File: src/rtl/jtpang_bank_resp.sv
// -----------------------------------------------------------------------------
// jtpang_bank_resp
//
// Four-bank read responder for the ba_rd/ba_ack/ba_dst/ba_dok/ba_rdy bank
// request protocol. The four level-held bank requests are arbitrated
// round-robin. Each grant issues one burst read to a fixed-latency memory
// port, and BURST 16-bit words are returned on data_read with start/valid/last
// strobes.
//
// Parameters
//   BURST    words returned per grant (1..4)
//   LATENCY  cycles from mem_rd to the first valid mem_din word (1..7)
//
// Ports
//   clk                 system clock
//   rst_n               asynchronous active-low reset
//   ba0_addr..ba3_addr  per-bank 22-bit word address, sampled at grant
//   ba_rd[3:0]          per-bank read request, held until acked
//   hold                blocks new grants (sampled only while idle)
//   ba_ack[3:0]         one-hot, one-cycle grant pulse
//   ba_dst              first word of the burst on data_read
//   ba_dok              data_read valid
//   ba_rdy              last word of the burst on data_read
//   data_read[15:0]     returned word (registered copy of mem_din)
//   mem_rd              one-cycle burst read strobe
//   mem_addr[23:0]      {bank, address} of the burst
//   mem_din[15:0]       memory read data
// -----------------------------------------------------------------------------
module jtpang_bank_resp #(
    parameter int BURST   = 2,
    parameter int LATENCY = 2
) (
    input  logic        clk,
    input  logic        rst_n,
    input  logic [21:0] ba0_addr,
    input  logic [21:0] ba1_addr,
    input  logic [21:0] ba2_addr,
    input  logic [21:0] ba3_addr,
    input  logic [3:0]  ba_rd,
    input  logic        hold,
    output logic [3:0]  ba_ack,
    output logic        ba_dst,
    output logic        ba_dok,
    output logic        ba_rdy,
    output logic [15:0] data_read,
    output logic        mem_rd,
    output logic [23:0] mem_addr,
    input  logic [15:0] mem_din
);

    typedef enum logic [1:0] {
        ST_IDLE,
        ST_GRANT,
        ST_WAIT,
        ST_DATA
    } state_t;

    localparam logic [2:0] LAT_LOAD  = 3'(LATENCY);
    localparam logic [1:0] LAST_WORD = 2'(BURST - 1);

    state_t      r_state, w_state_next;
    logic [1:0]  r_last,  w_last_next;
    logic [1:0]  r_bank,  w_bank_next;
    logic [1:0]  r_word,  w_word_next;
    logic [2:0]  r_wcnt,  w_wcnt_next;
    logic [3:0]  r_ack,   w_ack_next;
    logic        r_mem_rd, w_mem_rd_next;
    logic [23:0] r_mem_addr, w_mem_addr_next;
    logic        r_dst, w_dst_next;
    logic        r_dok, w_dok_next;
    logic        r_rdy, w_rdy_next;
    logic [15:0] r_data, w_data_next;

    logic [21:0] w_addr [4];
    logic [1:0]  w_idx  [4];
    logic [3:0]  w_rot;
    logic [1:0]  w_pick;

    assign w_addr[0] = ba0_addr;
    assign w_addr[1] = ba1_addr;
    assign w_addr[2] = ba2_addr;
    assign w_addr[3] = ba3_addr;

    // Requests rotated so that position 0 is the bank right after the last
    // winner; the lowest set position is therefore the round-robin choice.
    generate
        for (genvar gi = 0; gi < 4; gi++) begin : g_rot
            assign w_idx[gi] = r_last + 2'(gi + 1);
            assign w_rot[gi] = ba_rd[w_idx[gi]];
        end
    endgenerate

    always_comb begin
        w_pick = w_idx[3];
        if (w_rot[2]) w_pick = w_idx[2];
        if (w_rot[1]) w_pick = w_idx[1];
        if (w_rot[0]) w_pick = w_idx[0];
    end

    always_comb begin
        w_state_next    = r_state;
        w_last_next     = r_last;
        w_bank_next     = r_bank;
        w_word_next     = r_word;
        w_wcnt_next     = r_wcnt;
        w_mem_addr_next = r_mem_addr;
        w_data_next     = r_data;
        w_ack_next      = 4'd0;
        w_mem_rd_next   = 1'b0;
        w_dst_next      = 1'b0;
        w_dok_next      = 1'b0;
        w_rdy_next      = 1'b0;

        unique case (r_state)
            ST_IDLE: begin
                if (!hold && (ba_rd != 4'd0)) begin
                    w_bank_next     = w_pick;
                    w_mem_addr_next = {w_pick, w_addr[w_pick]};
                    w_ack_next      = 4'b0001 << w_pick;
                    w_mem_rd_next   = 1'b1;
                    w_state_next    = ST_GRANT;
                end
            end
            ST_GRANT: begin
                w_last_next  = r_bank;
                w_wcnt_next  = LAT_LOAD;
                w_state_next = ST_WAIT;
            end
            ST_WAIT: begin
                // Count 1 marks the cycle mem_din holds word 0; capture it so
                // it is presented as the first DATA word.
                if (r_wcnt == 3'd1) begin
                    w_data_next  = mem_din;
                    w_dst_next   = 1'b1;
                    w_dok_next   = 1'b1;
                    w_rdy_next   = (LAST_WORD == 2'd0);
                    w_word_next  = 2'd0;
                    w_state_next = ST_DATA;
                end else begin
                    w_wcnt_next = r_wcnt - 3'd1;
                end
            end
            ST_DATA: begin
                if (r_word == LAST_WORD) begin
                    w_state_next = ST_IDLE;
                end else begin
                    w_data_next = mem_din;
                    w_dok_next  = 1'b1;
                    w_rdy_next  = ((r_word + 2'd1) == LAST_WORD);
                    w_word_next = r_word + 2'd1;
                end
            end
            default: w_state_next = ST_IDLE;
        endcase
    end

    always_ff @(posedge clk or negedge rst_n) begin
        if (!rst_n) begin
            r_state    <= ST_IDLE;
            r_last     <= 2'd3;
            r_bank     <= 2'd0;
            r_word     <= 2'd0;
            r_wcnt     <= 3'd0;
            r_ack      <= 4'd0;
            r_mem_rd   <= 1'b0;
            r_mem_addr <= 24'd0;
            r_dst      <= 1'b0;
            r_dok      <= 1'b0;
            r_rdy      <= 1'b0;
            r_data     <= 16'd0;
        end else begin
            r_state    <= w_state_next;
            r_last     <= w_last_next;
            r_bank     <= w_bank_next;
            r_word     <= w_word_next;
            r_wcnt     <= w_wcnt_next;
            r_ack      <= w_ack_next;
            r_mem_rd   <= w_mem_rd_next;
            r_mem_addr <= w_mem_addr_next;
            r_dst      <= w_dst_next;
            r_dok      <= w_dok_next;
            r_rdy      <= w_rdy_next;
            r_data     <= w_data_next;
        end
    end

    assign ba_ack    = r_ack;
    assign ba_dst    = r_dst;
    assign ba_dok    = r_dok;
    assign ba_rdy    = r_rdy;
    assign data_read = r_data;
    assign mem_rd    = r_mem_rd;
    assign mem_addr  = r_mem_addr;

endmodule

File: config.mk
export PLATFORM = sky130hd
export DESIGN_NAME = jtpang_bank_resp
export DESIGN_NICKNAME = d
export VERILOG_FILES = /design/src/rtl/jtpang_bank_resp.sv
export SDC_FILE = /design/constraint.sdc
export NUM_CORES = 1
export LEC_CHECK = 0
export ABC_AREA = 1
export CELL_PAD_IN_SITES_DETAIL_PLACEMENT = 1
export CELL_PAD_IN_SITES_GLOBAL_PLACEMENT = 1
export CORE_MARGIN = 3
export CORE_UTILIZATION = 31
export CTS_CLUSTER_SIZE = 30
export DETAILED_ROUTE_END_ITERATION = 16
export PLACE_DENSITY_LB_ADDON = 0.1
export SYNTH_ARGS = -nofsm -noshare
export SYNTH_HDL_FRONTEND = slang
export SYNTH_SLANG_ARGS = --single-unit
File: constraint.sdc
create_clock -name clk -period 3 [get_ports clk]
set_input_delay 0.45 -clock clk [delete_from_list [all_inputs] [get_ports clk]]
set_output_delay 0.45 -clock clk [all_outputs]
set_load 0.01 [all_outputs]
## Yosys cells after proc, flatten, opt, wreduce, memory -nomap -nowiden

Index checks and enable logic that the tools add are counted.

- Register bits: 59
- Latch bits: 0
- RAM bits: 0
- Bits in read-only memories: 0
- Input bits: 111
- Logic and storage cells: 78
- Memories kept: 0

- Add/subtract/negate cells: 5
- Multipliers: 0
- Divide/modulo/power cells: 0
- $lt $le $gt $ge: 4
- Equality and inequality tests: 11
- Shift-type cells: 1
- Muxes and demuxes: 34
- Bitwise gates (word level): 1
- Reduce and logical (&&, ||, !) cells: 10

Operators with widths:

| kind | count |
|---|---|
| binary-select mux 22 bit (select 2 bit) | 1 |
| two-way mux 22 bit | 2 |
| two-way mux 16 bit | 2 |
| one-hot mux 16 bit (2 select lines) | 1 |
| two-way mux 2 bit | 8 |
| two-way mux 1 bit | 10 |
| != test 2 bit, second input constant | 5 |
| < comparator 2 x 3 -> 1 bit, second input constant | 3 |
| two-way mux 4 bit | 2 |
| one-hot mux 2 bit (4 select lines) | 1 |
| binary-select mux 1 bit (select 2 bit) | 3 |
| == test 2 x 1 -> 1 bit, second input constant | 3 |
| one-hot mux 3 bit (2 select lines) | 1 |
| AND reduction 3 bit | 2 |
| adder 2 x 1 -> 2 bit, second input constant | 2 |
| adder 2 bit, second input constant | 2 |
| == test 2 bit, second input constant | 2 |
| one-hot mux 2 bit (2 select lines) | 1 |
| AND reduction 2 bit | 2 |
| nonzero test 2 bit | 2 |
| nonzero test 4 bit | 1 |
| left shift 1 x 2 -> 4 bit, first input constant | 1 |
| == test 3 x 1 -> 1 bit, second input constant | 1 |
| greater-or-equal comparator 3 bit, second input constant | 1 |
| 7 further kinds | 7 |

## Logic depth before layout (Yosys ltp)

Gate-level depths: netlist (run 1).

- Depth in word-level cells: 10
- Depth in mapped cells: 17
- Depth with buffers taken out: 15

## Least setup slack after synthesis (run 1)

OpenSTA, ideal clock, no wires.

- Path type: reg-to-reg
- Start: reg r_state[0]
- End: reg r_data[10] (netlist: data_read[10])
- Library setup time: 0.117 ns
- Arrival time: 1.709 ns
- Required time: 2.883 ns
- Slack: 1.174 ns
- Stages on the path, launching flop included: 11
- Buffers on the path: 1
- Cell sequence: dfrtp_1 inv_1 ha_1 inv_1 a21oi_1 inv_1 nand2_1 clkinv_1 clkbuf_1 nand2_1 nand2_1

- Word-level cells in the longest chain between the ends: 3
- Elaborated cells on any way between the ends: 7
- Classes of those cells: 4 x eq/ne; 1 x mux; 2 x reduce/logical

RTL lines:

| element | RTL line | RTL |
|---|---|---|
| from (decl) | 61 | `state_t r_state, w_state_next;` |
| from (signal assigned) | 172 | `r_state <= w_state_next;` |
| == test 2 bit | 114 | `unique case (r_state)` |
| != test 2 bit (no source line) / nonzero test 2 bit (equally long branches) | -- |  |
| AND reduction 3 bit (no source line) | -- |  |
| to (signal assigned) | 183 | `r_data <= w_data_next;` |
| to (decl) | 72 | `logic [15:0] r_data, w_data_next;` |

Several ways; a longest one is shown, not always the timed one.
A chain may end at the register's enable or synchronous reset.

## Final worst setup path (run 1)

- Start: reg r_state[0]
- End: reg r_word[1]

- Word-level cells in the longest chain between the ends: 3
- Elaborated cells on any way between the ends: 7
- Classes of those cells: 4 x eq/ne; 1 x mux; 2 x reduce/logical

RTL lines:

| element | RTL line | RTL |
|---|---|---|
| == test 2 bit | 114 |  |
| != test 2 bit (no source line) / nonzero test 2 bit (equally long branches) | -- |  |
| AND reduction 3 bit (no source line) | -- |  |
| to (signal assigned) | 175 | `r_word <= w_word_next;` |
| to (decl) | 64 | `logic [1:0] r_word, w_word_next;` |

Several ways; a longest one is shown, not always the timed one.

==> summary.md, run 1 <==
| Metric | Value |
|---|---|
| Status | finished, final reports clean |
| Vias per cell | 4.63 |
| Routed length per placed instance | between 10 and 15 um |
| Final Hold Fails | 0 |
| RSZ-0062 raised after global routing | false |
| Vias in the first global route | 4303 |
| Area share of the largest cell type after synthesis | around two fifths |
| # DRC | 0 |
| Reg2reg path depth | 9 |
| H-tree depth | 3 |
| Post-synth top flop | dfrtp_1 |
| Drt pass-1 iters | 4 |
| Syn Inst Count | roughly 550 |
| Crit-path cells | inv_1 > ha_1 > inv_1 > a21oi_1 > inv_1 > nand2_1 > buf_4 > clkinv_1 > o21ai_0 |
| Crit-path max FO | 18 |
| Initial antenna violation count | 1 |
| Leak Pwr | roughly 3 nW |
| CTS tree | built |
| Synthesized area | between 3000 and 4000 um^2 |
| Total I/O pin count | 159 |
| Setup violators final | 0 |
| Die area | around 13000 um^2 |
| Most common cell in the netlist | nand2_1 |
| Maximum VDD drop | 0.739 mV |
| Final Critical Period | 2.38 ns |
| Post-cts gate resize count | 0 |
| WP data arrival | ~2.6 ns |
| Netlist cell types | 25 |
| Final core occ | 50.4% |
| Number of synthesized flops with an enable pin | 0 |
| Final net count | around 820 |
| Clock Tree Root | clkbuf_16 |
| Crit end category | flop |
| Top cells by area, synth | dfrtp_1 (39%), nand2_1 (23%), nand3_1 (13%), inv_1 (11%), ha_1 (2.8%) |
| Clock tree buffer depth | 2 |
| Final std cells w/o fill | between 800 and 900 |
| Setup crit start | r_state[0]$_DFFE_PN0P_ |
| Final worst slack | just over 0.6 ns |
| Clock sink count | between 50 and 60 |
| Ys async rst share | 100% |
| Type of the tightest min-delay check | in -> async |
| IO Port Bufs | around 160 |
| Total gr overflow | 0 |
| Starting Density | 32.4% |
| Detail Route Antenna Nets | 0 |
| DP HPWL | roughly 9200 um |
| Final instance area | ~5600 um^2 |
| DRT iter0 DRCs | around 100 |
| Critical Path Max Stage Delay | ~0.46 ns |
| Yosys top cell by area | dfrtp_1 |
| First-pass GRT wire length | 20400 um |
| Final Hold Slack | 0.282 ns |
| Via count | between 3000 and 4000 |
| Worst Tran Pin Value | between 0.7 and 0.8 ns |
| Origin of the critical flop-to-flop path | r_state[0]$_DFFE_PN0P_ |
| Synthesized area per cell | 6.56 um^2 |
| Sequential fraction of the synthesis area | between 30% and 40% |
| Setup tns final | 0 ns |
| Worst Clk Skew | between 0.007 and 0.008 ns |
| Worst setup SP type | flop |
| Max frequency | between 400 and 500 MHz |
| Relative slew slack | approximately 49% |
| Die height | 113 um |
| Hold-fix buffers, CTS | 0 |
| RR Endpoint | r_word[1]$_DFFE_PN0P_ |
| Core area | 11000 um^2 |
| Post-Place Cells | between 800 and 900 |
| Num CTS Buffers | 9 |
| #FFs+latches synth | between 50 and 60 |
| Synth top cells by count | nand2_1 (218), inv_1 (108), nand3_1 (93) |
| Reg2reg setup slack | around 0.62 ns |
| Share of cells above drive strength 1 | under 10% |
| Largest net degree at the start of global routing | slightly below 60 |
| Placed Area | about 5300 um^2 |
| Crit Path Category | reg -> reg |
| Synth Warn # | 0 |
| Dpl ws | 0.528 ns |
| Cell Pwr Density | roughly 1100 nW/um^2 |
| Slew Limit Fails | 0 |
| Final GP Congestion | around 0.8 |
| Total GRT Usage | 19.7% |
| CP most frequent cell | inv_1 |
| Critical path data required time | between 3 and 4 ns |
| Final period util | 79.3% |
| Synthesized net count | 664 |
| Worst-Skew Late Latency | ~0.33 ns |
| Die Width | around 110 um |
| Row Count | 38 |
| Pwr Total | approximately 6.2 mW |
| Max Cap Viol | 0 |
| Final wirelength | 12400 um |
| # Post-CTS Setup Buffers | 0 |
| P&R area growth vs syn | 55.7% |
| CP max-delay cell | clkinv_1 |
| Clock slew at reported path FFs | approximately 0.05 ns |
==> sequential cells by signal, summed over array words and instances, names as in the netlist <==
name	count
mem_addr	22
data_read	16
ba_ack	4
r_wcnt	3
r_bank	2
r_last	2
r_state	2
r_word	2
ba_dok	1
ba_dst	1
ba_rdy	1
mem_rd	1
==> worst max-delay path, delay by kind of cell, from the launching register on <==
family / cells / cell delay, ns
adders and majority gates: 1 / 0.19
AOI/OAI and AO/OA: 2 / 0.54
buffers and inverters: 5 / 1.05
and+or+nand+nor: 1 / 0.10
DFF: 1 / 0.40
==> kinds of logic after synthesis <==
family                     Yosys count  share of synthesized area (%)
buffers and inverters              136                           15.9
DFF                                 57                           40.0
xor gates and xnor gates             1                          0.245
AOI/OAI and AO/OA                   16                           2.49
and+or+nand+nor                    327                           38.6
adders and majority gates            8                           2.80
==> per-layer routing <==
metal | up-vias | share of wire (%) | global-route usage [%]
li1 | 1933 | - | -
met1 | 1857 | 42 | 22.3
met2 | 100 | 51 | 36.2
met3 | 21 | 5.3 | 5.52
met4 | 0 | 1.9 | 5.61
met5 | - | 0 | 0
==> worst max path at each step <==
stage / endpoint / slack [ns] / cells past startpoint
2_1_floorplan: data_read[10]$_DFFE_PN0P_ / 1.17 / 10
3_3_place_gp: mem_addr[17]$_DFFE_PN0P_ / 0.60 / 14
3_5_place_dp: mem_addr[16]$_DFFE_PN0P_ / 0.53 / 13
4_1_cts: r_word[1]$_DFFE_PN0P_ / 0.58 / 9
5_1_grt: r_word[1]$_DFFE_PN0P_ / 0.36 / 9
6_report: r_word[1]$_DFFE_PN0P_ / 0.62 / 9
==> where the power goes <==
part | leakage (nW) | total [mW] | internal [mW] | switching [mW]
Combinational | 2.14 | 3.72 | 1.51 | 2.21
Sequential | 0.710 | 1.39 | 1.14 | 0.248
Clock | 0.153 | 1.06 | 0.710 | 0.353
==> placed cells by master (no fill, tap or decap), types with 2 or more instances in the layout <==
cell and count:
clkdlybuf4s50_1 157, clkbuf_8 3, nand2_2 2, nor3_1 2, dfstp_2 2, buf_4 6, nand3_1 93, clkbuf_1 2
a21oi_1 4, inv_2 3, nor2_1 8, nand2_4 2, inv_1 108, ha_1 8, dfrtp_1 55, o21ai_0 8
clkbuf_16 9, nand2_1 218
==> area by class of cell <==
type | count | area [um^2]
multi-input cells | 352 | 1580
clock inverters | 2 | 35.0
flip-flops and latches | 57 | 1430
well taps | 140 | 175
fillers | 1445 | 5470
diodes | 1 | 2.50
repair buffers | 165 | 1640
clock buffers | 14 | 274
inverters | 113 | 427
Power figures use the tool's default switching activity.
==> run 2, diff against run 1 <==
- CORE_UTILIZATION: 31 -> 28
- clock period: 3 -> 2.4 ns (I/O delays scaled with it)
==> summary.md, run 2 (synthesis gave the netlist of run 1 again) <==
| Metric | Value |
|---|---|
| Most frequent cells in the layout | nand2_1 (218), clkdlybuf4s50_1 (157), inv_1 (108), nand3_1 (93), dfrtp_1 (55) (unchanged) |
| IO Port Bufs | 158 (unchanged) |
| Worst Tran Pin Value | 0.660 ns (was 0.766 ns) |
| Crit-path max FO | 18 (unchanged) |
| Cell Pwr Density | 1390 nW/um^2 (was 1110 nW/um^2) |
| Slew Limit Fails | 0 (unchanged) |
| # DRC | 0 (unchanged) |
| Setup violators final | 0 (unchanged) |
| CTS tree | built (unchanged) |
| Critical path data required time | 2.62 ns (was 3.22 ns) |
| H-tree depth | 3 (unchanged) |
| Final Critical Period | 2.17 ns (was 2.38 ns) |
| Num CTS Buffers | 9 (unchanged) |
| Clock sink count | 57 (unchanged) |
| RSZ-0062 raised after global routing | false (unchanged) |
| Share of cells above drive strength 1 | 5.79% (was 4.98%) |
| Final core occ | 46.0% (was 50.4%) |
| Setup tns final | 0 ns (unchanged) |
| First-pass GRT wire length | 20900 um (was 20400 um) |
| Buffers & Inverters on Critical Path | 4 (was 5) |
| Worst-Skew Late Latency | 0.32 ns (was 0.33 ns) |
| P&R area growth vs syn | 57.8% (was 55.7%) |
| Kind of cell adding the most delay to the critical path | buffers and inverters (unchanged) |
| Crit Path Category | reg -> reg (unchanged) |
| Post-Place Cells | 861 (was 827) |
| Relative slew slack | 56.0% (was 48.9%) |
| Via count | 3912 (was 3911) |
| Worst Clk Skew | 0.00348 ns (was 0.00767 ns) |
| Vias in the first global route | 4350 (was 4303) |
| Starting Density | 29.2% (was 32.4%) |
| Final net count | 823 (was 817) |
| Total GRT Usage | 18.2% (was 19.7%) |
| Clock slew at reported path FFs | 0.05 ns (about the same) |
| Drt pass-1 iters | 4 (unchanged) |
| Final std cells w/o fill | 876 (was 844) |
| Maximum VDD drop | 0.513 mV (was 0.739 mV) |
| Max frequency | 461 MHz (was 420 MHz) |
| Max reg flops | 22 (unchanged) |
| DRT iter0 DRCs | 120 (was 101) |
| CP max-delay cell | dfrtp_1 (was clkinv_1) |
| Clock Tree Root | clkbuf_16 (unchanged) |
| Die Width | 119 um (was 113 um) |
| Die area | 14200 um^2 (was 12900 um^2) |
| Crit end category | flop (unchanged) |
| Clock tree buffer depth | 2 (unchanged) |
| Critical Path Max Stage Delay | 0.40 ns (was 0.46 ns) |
| Final GP Congestion | 0.818 (was 0.804) |
| Largest net degree at the start of global routing | 28 (was 58) |
| # Post-CTS Setup Buffers | 0 (unchanged) |
| WP data arrival | 2.39 ns (was 2.60 ns) |
| Detail Route Antenna Nets | 0 (unchanged) |
| Worst setup SP type | flop (unchanged) |
| Final Hold Fails | 0 (unchanged) |
| Total I/O pin count | 159 (unchanged) |
| Antenna Cells | 0 (was 1) |
| Final Hold Slack | 0.0658 ns (was 0.282 ns) |
| Final period util | 90.5% (was 79.3%) |
| Crit-path cells | inv_1 > ha_1 > inv_1 > a21oi_1 > inv_1 > nand2_1 > clkinv_1 > o21ai_0 (was inv_1 > ha_1 > inv_1 > a21oi_1 > inv_1 > nand2_1 > buf_4 > clkinv_1 > o21ai_0) |
| Commonest non-fill, non-tap cell in the layout | nand2_1 (unchanged) |
| Type of the tightest min-delay check | in -> async (unchanged) |
| Row Count | 40 (was 38) |
| Max Cap Viol | 0 (unchanged) |
| Total gr overflow | 0 (unchanged) |
| Initial antenna violation count | 0 (was 1) |
| Vias per cell | 4.47 (was 4.63) |
| Die height | 119 um (was 113 um) |
| Hold-fix buffers, CTS | 0 (unchanged) |
| Post-cts gate resize count | 0 (unchanged) |
| Core area | 12300 um^2 (was 11000 um^2) |
| Status | finished, final reports clean (unchanged) |
| Routed length per placed instance | 14.4 um (was 14.7 um) |
| Final wirelength | 12600 um (was 12400 um) |
| Leak Pwr | 3.03 nW (was 3.01 nW) |
| DP HPWL | 9800 um (was 9170 um) |
| CP most frequent cell | inv_1 (unchanged) |
==> run 2: cell types whose count changed in the layout (fill, tap and decap cells not counted), sizes merged <==
cell,change
diode,-1
clkinv,+1
clkbuf,-2
buf,+6
==> run 2: area by class of cell <==
cell class / count / area (um^2)
fillers: 1557 / 6620
repair buffers: 171 / 1700
multi-input cells: 352 / 1580
flip-flops and latches: 57 / 1430
inverters: 113 / 427
clock buffers: 12 / 256
well taps: 168 / 210
clock inverters: 3 / 40.0
==> run 2: path summary, 6_finish.rpt <==
check / startpoint / to / slack [ns] / cells after the start
max: r_state[0]$_DFFE_PN0P_ / r_word[1]$_DFFE_PN0P_ / 0.23 / 8
min: rst_n / mem_addr[17]$_DFFE_PN0P_ / 0.07 / 1
max reg2reg: r_state[0]$_DFFE_PN0P_ / r_word[1]$_DFFE_PN0P_ / 0.23 / 8
min reg2reg: mem_addr[12]$_DFFE_PN0P_ / mem_addr[12]$_DFFE_PN0P_ / 0.48 / 2
max in group asynchronous: rst_n / mem_addr[7]$_DFFE_PN0P_ / 1.64 / 2
min in group clk: mem_addr[12]$_DFFE_PN0P_ / mem_addr[12]$_DFFE_PN0P_ / 0.48 / 2
==> run 2: through the flow <==
step	area, um^2	worst slack, ns	power (mW)
detailed placement	5350	0.145	6.60
global placement	5350	0.205	6.44
global route	5640	0.0150	8.62
finish	5640	0.229	7.84
floorplan	3570	0.574	4.74
CTS	5640	0.195	7.97
==> run 2: layer usage <==
metal,part of all wire [%],global-route usage [%]
met2,52,33.7
met1,41,20.2
met3,6.1,5.18
met4,1.5,4.92
met5,0,0
==> run 2: report_power, final <==
part           internal (mW)  switching (mW)
sequential              1.42           0.288
clock                  0.850           0.444
combinational           2.02            2.82
total                   4.29            3.55
==> run 3, diff against run 2 <==
- CELL_PAD_IN_SITES_DETAIL_PLACEMENT: 1 -> 0
==> summary.md, run 3 (synthesis gave the netlist of run 1 again) <==
| Metric | Value |
|---|---|
| Status | finished, final reports clean (unchanged) |
| P_sw | 3.42 mW (was 3.55 mW) |
| Total GRT Usage | 16.4% (was 18.2%) |
| Final Hold Fails | 0 (unchanged) |
| Commonest non-fill, non-tap cell in the layout | nand2_1 (unchanged) |
| Maximum VDD drop | 0.685 mV (was 0.513 mV) |
| Total I/O pin count | 159 (unchanged) |
| Post-Place Cells | 861 (unchanged) |
| Vias in the first global route | 3888 (was 4350) |
| Starting Density | 29.2% (unchanged) |
| Clock tree buffer depth | 2 (unchanged) |
| CTS tree | built (unchanged) |
| Vias per cell | 4.36 (was 4.47) |
| Share of cells above drive strength 1 | 6.07% (was 5.79%) |
| Final wirelength | 11400 um (was 12600 um) |
| Met2 routed WL | 5580 um (was 6530 um) |
| Detail Route Antenna Nets | 0 (unchanged) |
| Worst Clk Skew | 0.00761 ns (was 0.00348 ns) |
| Die height | 119 um (unchanged) |
| Max frequency | 487 MHz (was 461 MHz) |
| Row Count | 40 (unchanged) |
| Critical path data required time | 2.61 ns (was 2.62 ns) |
| Total gr overflow | 0 (unchanged) |
| Final net count | 823 (unchanged) |
| Crit-path max FO | 19 (was 18) |
| Setup violators final | 0 (unchanged) |
| Most frequent cells in the layout | nand2_1 (218), clkdlybuf4s50_1 (157), inv_1 (108), nand3_1 (93), dfrtp_1 (55) (unchanged) |
| First-pass GRT wire length | 18700 um (was 20900 um) |
| P&R area growth vs syn | 57.5% (was 57.8%) |
| IO Port Bufs | 158 (unchanged) |
| Clock power frac | 15.7% (was 16.5%) |
| Fillers | 1269 (was 1557) |
| Core area | 12300 um^2 (unchanged) |
| Hold-fix buffers, CTS | 0 (unchanged) |
| DRT iter0 DRCs | 228 (was 120) |
| Wl on met1 | 5010 um (was 5150 um) |
| DP HPWL | 8730 um (was 9800 um) |
| Worst setup SP type | flop (unchanged) |
| Max Cap Viol | 0 (unchanged) |
| Clock Tree Root | clkbuf_16 (unchanged) |
| Max Used Layer | met4 (unchanged) |
| Relative slew slack | 54.7% (was 56.0%) |
| Routed length per placed instance | 13.1 um (was 14.4 um) |
| Worst Tran Pin Value | 0.679 ns (was 0.660 ns) |
| Final Critical Period | 2.05 ns (was 2.17 ns) |
| Comb pwr share | 62.0% (was 61.7%) |
| Net Sw Frac | 44.8% (was 45.3%) |
| Final period util | 85.5% (was 90.5%) |
| Crit Path Category | reg -> reg (unchanged) |
| Die area | 14200 um^2 (unchanged) |
| Setup tns final | 0 ns (unchanged) |
| Met3 wire length | 774 um (unchanged) |
| Leak Pwr | 3.03 nW (about the same) |
| Antenna Cells | 0 (unchanged) |
| # Post-CTS Setup Buffers | 0 (unchanged) |
| WP data arrival | 2.27 ns (was 2.39 ns) |
| Cell Pwr Density | 1360 nW/um^2 (was 1390 nW/um^2) |
| Largest net degree at the start of global routing | 28 (unchanged) |
| Die Width | 119 um (unchanged) |
| Worst-Skew Late Latency | 0.32 ns (about the same) |
| RSZ-0062 raised after global routing | false (unchanged) |
| Final std cells w/o fill | 876 (unchanged) |
| Num CTS Buffers | 9 (unchanged) |
| Crit end category | flop (unchanged) |
| Seq pwr share | 22.3% (was 21.8%) |
| Final GP Congestion | 0.818 (unchanged) |
| Pint | 4.21 mW (was 4.29 mW) |
| Type of the tightest min-delay check | in -> async (unchanged) |
| Initial antenna violation count | 0 (unchanged) |
| Final Hold Slack | 0.0796 ns (was 0.0658 ns) |
| Slew Limit Fails | 0 (unchanged) |
| Post-cts gate resize count | 0 (unchanged) |
| Max reg flops | 22 (unchanged) |
| Clock sink count | 57 (unchanged) |
| Drt pass-1 iters | 4 (unchanged) |
| Pwr Total | 7.63 mW (was 7.84 mW) |
| Clock slew at reported path FFs | 0.05 ns (about the same) |
| H-tree depth | 3 (unchanged) |
| Via count | 3817 (was 3912) |
| # DRC | 0 (unchanged) |
==> run 3: cell types whose count changed in the layout (fill, tap and decap cells not counted) <==
| cell | change |
|---|---|
| bufinv_16 | -1 |
| clkinvlp_4 | +1 |
| clkbuf_8 | +1 |
| clkbuf_1 | -1 |
| clkinv_2 | +1 |
| clkinv_1 | -1 |
==> run 3: power groups by stage <==
stage                     Clock [mW]  Sequential (mW)  Combinational [mW]
after floorplan                    0             1.82                2.92
after global placement             0             1.71                4.73
after detailed placement           0             1.71                4.80
after CTS                       1.23             1.71                4.81
after global routing            1.28             1.76                5.35
final                           1.20             1.70                4.74
==> run 3: metrics by stage <==
step / utilization (%) / setup slack (ns) / cell area, um^2
after floorplan: - / 0.574 / 3570
after global placement: 43.6 / 0.205 / 5350
after detailed placement: 43.6 / 0.179 / 5350
after CTS: 45.9 / 0.247 / 5630
after global routing: 45.9 / 0.118 / 5630
final: 45.9 / 0.348 / 5630
==> run 3: final timing paths <==
path / slack [ns] / from / endpoint / cells past startpoint
worst min register to register: 0.47 / data_read[10]$_DFFE_PN0P_ / data_read[10]$_DFFE_PN0P_ / 2
worst max register to register: 0.35 / r_last[0]$_DFFE_PN1P_ / mem_addr[11]$_DFFE_PN0P_ / 14
min in group clk: 0.47 / data_read[10]$_DFFE_PN0P_ / data_read[10]$_DFFE_PN0P_ / 2
worst min-delay path: 0.08 / rst_n / mem_addr[19]$_DFFE_PN0P_ / 1
max in group asynchronous: 1.62 / rst_n / data_read[12]$_DFFE_PN0P_ / 2
worst max-delay path: 0.35 / r_last[0]$_DFFE_PN1P_ / mem_addr[11]$_DFFE_PN0P_ / 14
==> run 3: layer usage <==
metal / vias up / track usage, %
li1: 1952 / -
met1: 1751 / 19.5
met2: 106 / 28.8
met3: 8 / 5.32
met4: 0 / 3.77
met5: - / 0
==> run 3: critical path, cell delays in order, from the launching register on <==
cell and delay, ns:
dfstp_2 0.65, inv_4 0.08, nand2_1 0.09, nand2_1 0.07
nand2_1 0.09, nand2_1 0.07, inv_2 0.08, nand2_2 0.07
nand2_4 0.08, buf_4 0.24, nand3_1 0.15, nand3_1 0.11
nand2_1 0.06, nand2_1 0.05, nand2_1 0.04
==> run 3: layout make-up <==
| type | count | area [um^2] | share of cell area (%) |
|---|---|---|---|
| sequential | 57 | 1430 | 25.4 |
| tap | 168 | 210 | 3.73 |
| clock inverter | 3 | 15.0 | 0.267 |
| inverter | 113 | 430 | 7.64 |
| timing repair buffer | 171 | 1700 | 30.2 |
| clock buffer | 12 | 267 | 4.73 |
| multi-input combinational | 352 | 1580 | 28.1 |
